`src/rtl/adder_seq_chain.sv`:
```
// rtl/adder_seq_chain.sv - sequential multi-word adder front end with carry chaining
//
// Adds two multi-word operands streamed least-significant word first, one
// word pair per accepted beat, reusing a single BW_DATA-wide adder. The
// carry-out of each word is registered and fed back as the next word's
// carry-in. Results leave through a one-entry valid/ready output register.
//
// Optional feature: define ADDER_SEQ_OVF_EN to build signed-overflow
// detection on o_ovf; otherwise o_ovf is constant 0.
//
// Ports:
//   i_clk        clock, rising edge
//   i_rst        synchronous active-high reset
//   i_valid      upstream beat valid
//   o_ready      beat can be accepted this cycle (!o_valid || i_ready)
//   i_first      beat is the first word of an operand pair
//   i_last       beat is the last word of an operand pair
//   i_a, i_b     operand words
//   i_cin        carry-in, used only on a first word
//   o_valid      result word valid
//   i_ready      downstream accepts the result
//   o_sum        result word
//   o_last       result word closes the packet
//   o_cout       final carry-out, only with o_last
//   o_nwords     word count of the completed packet, only with o_last
//   o_frame_err  one-cycle pulse on a protocol error
//   o_ovf        signed overflow of the whole packet sum, only with o_last

module adder_seq_chain #(
  parameter int BW_DATA = 8,
  parameter int BW_CNT  = 4
) (
  input  logic               i_clk,
  input  logic               i_rst,
  input  logic               i_valid,
  output logic               o_ready,
  input  logic               i_first,
  input  logic               i_last,
  input  logic [BW_DATA-1:0] i_a,
  input  logic [BW_DATA-1:0] i_b,
  input  logic               i_cin,
  output logic               o_valid,
  input  logic               i_ready,
  output logic [BW_DATA-1:0] o_sum,
  output logic               o_last,
  output logic               o_cout,
  output logic [BW_CNT-1:0]  o_nwords,
  output logic               o_frame_err,
  output logic               o_ovf
);

  localparam logic [BW_CNT-1:0] CNT_MAX = {BW_CNT{1'b1}};
  localparam logic [BW_CNT-1:0] CNT_ONE = BW_CNT'(1);

  typedef enum logic {
    IDLE = 1'b0,
    RUN  = 1'b1
  } state_t;

  state_t              state_q;
  state_t              state_d;
  logic                carry_q;
  logic [BW_CNT-1:0]   cnt_q;

  logic                accept;
  logic                consume;
  logic                restart;
  logic                cin_used;
  logic [BW_DATA:0]    full_sum;
  logic [BW_CNT-1:0]   cnt_eff;
  logic [BW_CNT-1:0]   cnt_inc;
  logic                frame_err_d;

  assign o_ready = !o_valid || i_ready;
  assign accept  = i_valid && o_ready;
  assign consume = o_valid && i_ready;

  always_comb begin
    state_d     = state_q;
    restart     = 1'b0;
    cin_used    = 1'b0;
    full_sum    = '0;
    cnt_eff     = '0;
    cnt_inc     = '0;
    frame_err_d = 1'b0;

    // A beat in IDLE or any beat flagged first starts a fresh packet:
    // take i_cin and count from zero, dropping whatever was in progress.
    restart  = (state_q == IDLE) || i_first;
    cin_used = restart ? i_cin : carry_q;
    full_sum = {1'b0, i_a} + {1'b0, i_b} + {{BW_DATA{1'b0}}, cin_used};

    cnt_eff = restart ? '0 : cnt_q;
    cnt_inc = (cnt_eff == CNT_MAX) ? CNT_MAX : cnt_eff + CNT_ONE;

    // Saturation flags only the beat that first reaches CNT_MAX, so longer
    // packets produce a single pulse.
    frame_err_d = ((state_q == IDLE) && !i_first)
                || ((state_q == RUN) && i_first)
                || (!restart && (cnt_eff != CNT_MAX) && (cnt_inc == CNT_MAX));

    if (accept) begin
      state_d = i_last ? IDLE : RUN;
    end
  end

  always_ff @(posedge i_clk) begin
    if (i_rst) begin
      state_q <= IDLE;
    end else begin
      state_q <= state_d;
    end
  end

  always_ff @(posedge i_clk) begin
    if (i_rst) begin
      carry_q     <= 1'b0;
      cnt_q       <= '0;
      o_valid     <= 1'b0;
      o_sum       <= '0;
      o_last      <= 1'b0;
      o_cout      <= 1'b0;
      o_nwords    <= '0;
      o_frame_err <= 1'b0;
    end else if (accept) begin
      carry_q     <= i_last ? 1'b0 : full_sum[BW_DATA];
      cnt_q       <= i_last ? '0 : cnt_inc;
      o_valid     <= 1'b1;
      o_sum       <= full_sum[BW_DATA-1:0];
      o_last      <= i_last;
      o_cout      <= i_last ? full_sum[BW_DATA] : 1'b0;
      o_nwords    <= i_last ? cnt_inc : '0;
      o_frame_err <= frame_err_d;
    end else begin
      // The error flag is a pulse even while the result is held back.
      o_frame_err <= 1'b0;
      if (consume) begin
        o_valid  <= 1'b0;
        o_last   <= 1'b0;
        o_cout   <= 1'b0;
        o_nwords <= '0;
      end
    end
  end

`ifdef ADDER_SEQ_OVF_EN
  logic ovf_d;

  // Carry into the MSB is recovered from the MSB sum bit and both operand
  // MSBs; overflow is that carry differing from the carry out.
  assign ovf_d = full_sum[BW_DATA-1] ^ i_a[BW_DATA-1] ^ i_b[BW_DATA-1]
               ^ full_sum[BW_DATA];

  always_ff @(posedge i_clk) begin
    if (i_rst) begin
      o_ovf <= 1'b0;
    end else if (accept) begin
      o_ovf <= i_last ? ovf_d : 1'b0;
    end else if (consume) begin
      o_ovf <= 1'b0;
    end
  end
`else
  assign o_ovf = 1'b0;
`endif

endmodule

```
`config.mk`:
```
export PLATFORM = sky130hd
export DESIGN_NAME = adder_seq_chain
export DESIGN_NICKNAME = d
export VERILOG_FILES = /design/src/rtl/adder_seq_chain.sv
export SDC_FILE = /design/constraint.sdc
export NUM_CORES = 1
export LEC_CHECK = 0
export ABC_AREA = 1
export CAP_MARGIN = 20
export CORE_ASPECT_RATIO = 1.2
export CORE_UTILIZATION = 42
export DETAILED_ROUTE_END_ITERATION = 12
export GPL_TIMING_DRIVEN = 0
export PLACE_DENSITY = 0.75
export SYNTH_ARGS = -nofsm -noshare
export SYNTH_HDL_FRONTEND = slang
export SYNTH_SLANG_ARGS = --single-unit
```
`constraint.sdc`:
```
create_clock -name i_clk -period 2.26 [get_ports i_clk]
set_clock_uncertainty 0.2 [all_clocks]
set_input_delay 0.226 -clock i_clk [delete_from_list [all_inputs] [get_ports i_clk]]
set_output_delay 0.226 -clock i_clk [all_outputs]
set_load 0.02 [all_outputs]
```
---- Word level (Yosys, flattened, before mapping) ----
Index checks and enable logic that the tools add are counted.
storage, ports and cells
  register bits after elaboration ......... 22
  output and inout bits ................... 18
cells by class
  add/subtract/negate cells ............... 3
  eq/ne operators ......................... 3
  mux-type cells .......................... 14
  bitwise gates (word level) .............. 2
  reductions and logical operators ........ 15
operator list
  cell                   number
  $mux W4                6
  $add A8 B8 Y9          1
  $add A9 B1 Y9          1
  $eq A4 B4 Y1 const B   2
  $mux W1                8
  $logic_and A1 B1 Y1    6
  $add A4 B1 Y4 const B  1
  $logic_or A1 B1 Y1     4
  $ne A4 B4 Y1 const B   1
  $logic_not A1 Y1       3
  $not A1 Y1             2
  $reduce_bool A2 Y1     1
  $reduce_or A2 Y1       1

---- Depth between registers and ports, before layout ----
  word-level depth ........................ 8
  depth in mapped cells ................... 13
  gate-level depth less buffers ........... 12

---- Worst setup path before layout ----
OpenSTA, ideal clock, no wires.
  path kind ............................... reg-to-reg
  start ................................... register state_q
  end ..................................... register o_sum[4]
  library setup time ...................... 0.113 ns
  arrival time ............................ 2.148 ns
  required time ........................... 1.947 ns
  slack ................................... -0.202 ns
  stages on the path, launching flop included .. 11
  buffers on the path ..................... 1
  cells stage by stage .................... dfxtp_1 -> ha_1 -> buf_6 -> mux2_2 -> fa_1 -> fa_1 -> nand2_1 -> nand2_1 -> xor2_1 -> o21ai_1 -> inv_1
on the way
  longest elaborated chain between the ends .. 4
ends and longest elaborated chain
  element                 RTL line  text
  start, declared         60        state_t state_q;
  start signal, assigned  111       state_q <= state_d;
  $not A1 Y1              89        restart = (state_q == IDLE) || i_first;
  $logic_or A1 B1 Y1      89
  $mux W1                 90        cin_used = restart ? i_cin : carry_q;
  $add A9 B1 Y9           91        full_sum = {1'b0, i_a} + {1'b0, i_b} + {{BW_DATA{1'b0}}, cin_used};
  end signal, assigned    129       o_sum <= full_sum[BW_DATA-1:0];
  end, declared           44        output logic [BW_DATA-1:0] o_sum,
Every way passes these cells.
A chain may end at the register's enable or synchronous reset.

---- Worst setup path in the final report ----
  start ................................... register state_q
  end ..................................... register o_sum[6]
The elaborated chain is that of the path after synthesis.

==> flow_summary.toml <==
[status]
status = "completed"

[power]
swShare = 0.312
combPwrFrac = 0.330
peakVddDrop_mv = 0.298
p_sw_uw = 280
internal-power_uw = 618
power.leakage_nw = 0.882
power.share.sequential = 0.475
fin_total_pwr_uw = 898
clkPwrFrac = 0.195
p_per_area_nw_per_um2 = 470

[global_routing]
overflow = 0
antenna_found_initial = 0
grt_pass1_vias = 1175
grt_max_degree = 12
grt_usage = 0.181
grt_pass1_wl_mm = 4.72

[placed_design]
dp_hpwl_mm = 2.31
place_inst = 273
portBuffers = 39
placed_area_um2 = 1850
gp_routability_congestion = 0.767
pre_cts_ws_ns = -0.599

[clocking]
cts_made_buffers = 3
hold_buffers = 0
tritoncts = "done"
htreeDepth = 1
clock-root-buffer = "clkbuf_4"
cts_max_path_buffers = 2
clock_sinks = 22
clkLatencyLatePin_ns = 0.30
clkTransAtPathRegs_ns = 0.11

[sta]
fin_crit_sh = 0.998
hold_slack_ns = 0.277
fin_ws_ns = 0.00404
drv_slew = 0
setup_tns_ns = 0
min_period_ns = 2.26
max_freq_ghz = 0.443
rsz0062_at_grt = "true"
hold_viol_final = 0
finalSetupViolations = 0

[detailed_routing]
antenna_left = 0
drc = 0
detailroute.via_count = 1318
drt-pass1-iter-count = 4
routedWlPerCell_um = 10.1
wl_mm = 2.83
routed_via_density = 4.72
drt_iter0_markers = 20

[worst_setup_path]
slowest_delay_ns = 0.37
crit_arrival_ns = 2.27
critPathBufInv = 1
critical_path_class = "reg2reg"
worstPathRequired_ns = 2.28
critPathTopFamily = "adder cells"
critPathLaunchType = "register"
crit_top_cell = "nand3_1"
path_max_fanout = 3
end_kind = "register"
critical-path-slowest-cell = "fa_2"
cp_cell_sequence = "ha_4 > mux2_4 > fa_2 > fa_2 > nand3_1 > nand3_1 > nand2_1 > nand3_1 > nand2_1 > inv_1"

[layout]
final_util = 0.615
stdcell_count = 279
num_antenna_cells = 0
syn2layout_area_growth_pct = 37.1
design_area_um2 = 1910
drive_gt1_frac = 0.185
layout.nets = 279
fillCellCount = 283

[synthesis]
synth_seq_area_share = 0.316
syn_avg_cell_area_um2 = 7.05
yosys.area_share.adder = 0.109
synthSimpleGateAreaFrac = 0.326
synth-seq-cells = 22
syn-num-nets = 232
yosysTopAreaCell = "dfxtp_1"
synthMuxAreaShare = 0.00807
synth_warnings = 0
synth-compound-area-share = 0.114
syn_area_um2 = 1400
synth_top_family_by_area = "simple AND/OR/NAND/NOR gates"
synthCells = 198
yosysTopAreaCellShare = 0.316
synth_area_leaders = "dfxtp_1 (32%), nand2_1 (17%), ha_1 (8.1%), inv_1 (7.3%), a21oi_2 (4.4%)"
synthXorXnorAreaFrac = 0.0188
ys_types = 27

[job]
cap_violations = 0

[die]
ioPinCount = 41
core_area_um2 = 3110
die-width_um = 54.6
die_area_um2 = 3560
start_util = 0.449
num_rows = 22
die_h_um = 65.1

[worst_hold_path]
hold_path.class = "reg2reg"
## state kept, by name, summed over array words and instances, names as in the netlist
name         flops
state_q          1
o_sum            8
o_valid          1
o_cout           1
o_last           1
carry_q          1
o_nwords         4
cnt_q            4
o_frame_err      1
## tightest hold or removal path, cell delays in order, from the launching register on
cell     delay [ns]
dfxtp_1        0.33
nand2_1        0.06
a21oi_1        0.06
## layout by cell type (no fill, tap or decap), types with 2 or more instances in the layout
cell type        netlist  layout
inv_2                  2       3
ha_1                   9       8
a21oi_2                7       7
xor2_1                 2       2
nand2_2                6      11
nor2_1                12      12
o21ai_0                5       5
a21oi_1               10      10
nand2_1               64      59
dfxtp_1               22      21
nor2_4                 3       3
buf_4                  2       6
clkdlybuf4s50_1        0      38
o21ai_1                3       3
nor2_2                 2       2
nand4_1                2       2
inv_1                 27      26
fa_2                   0       2
nand3_1                9       9
clkbuf_4               0       3
## cells in the mapped netlist
cell type	number
nor2_4	3
a21oi_1	10
fa_1	2
ha_1	9
inv_2	2
nor2_1	12
nand2_2	6
inv_4	1
a21oi_2	7
nand4_1	2
nor2_2	2
xor2_1	2
buf_2	1
nand3_1	9
o21ai_1	3
conb_1	1
inv_1	27
nand3_4	1
dfxtp_1	22
o21ai_0	5
mux2_2	1
xnor2_1	1
nand2_4	1
buf_6	1
nand2_1	64
o21bai_1	1
buf_4	2
## path summary, 6_finish.rpt
| path | startpoint | to | slack [ns] | depth (start not counted) |
|---|---|---|---|---|
| max | state_q | o_sum[6] | 0.004 | 10 |
| min | o_last | o_last | 0.28 | 2 |
| max reg2reg | state_q | o_sum[6] | 0.004 | 10 |
| min reg2reg | o_last | o_last | 0.28 | 2 |
## layer usage
metal | vias up | wire length [um] | GRT usage | part of all wire
li1 | 702 | - | - | -
met1 | 581 | 1150 | 0.200 | 0.41
met2 | 31 | 1540 | 0.328 | 0.55
met3 | 4 | 88 | 0.0139 | 0.031
met4 | 0 | 44 | 0.0865 | 0.016
met5 | - | 0 | 0 | 0
## kinds of logic after synthesis
logic type	Yosys count
flops	22
xor+xnor	3
fa+ha+maj	11
simple gates	100
buf+inv	34
other cells	1
mux	1
compound gates	26
## power by group through the flow
stage / Combinational (mW) / Sequential (mW) / Clock (mW)
floorplan: 0.146 / 0.459 / 0
global placement: 0.281 / 0.436 / 0
detailed placement: 0.286 / 0.436 / 0
CTS: 0.295 / 0.427 / 0.183
global route: 0.331 / 0.429 / 0.198
finish: 0.297 / 0.426 / 0.175
## final cells by class
type                    instances  area (um2)  area share
multi-input cells             142         850       0.444
flip-flops and latches         22         442       0.231
repair buffers                 43         419       0.219
inverters                      30         115      0.0602
well taps                      36        45.0      0.0235
clock buffers                   3        22.5      0.0118
plain buffers                   3        20.0      0.0105
## repair_timing
action                     CTS  global route
pin swaps                    8             6
resized for setup            5             3
setup buffers                4             0
setup endpoints to repair    6             8
Note: power is estimated with default switching activity, not from simulation.
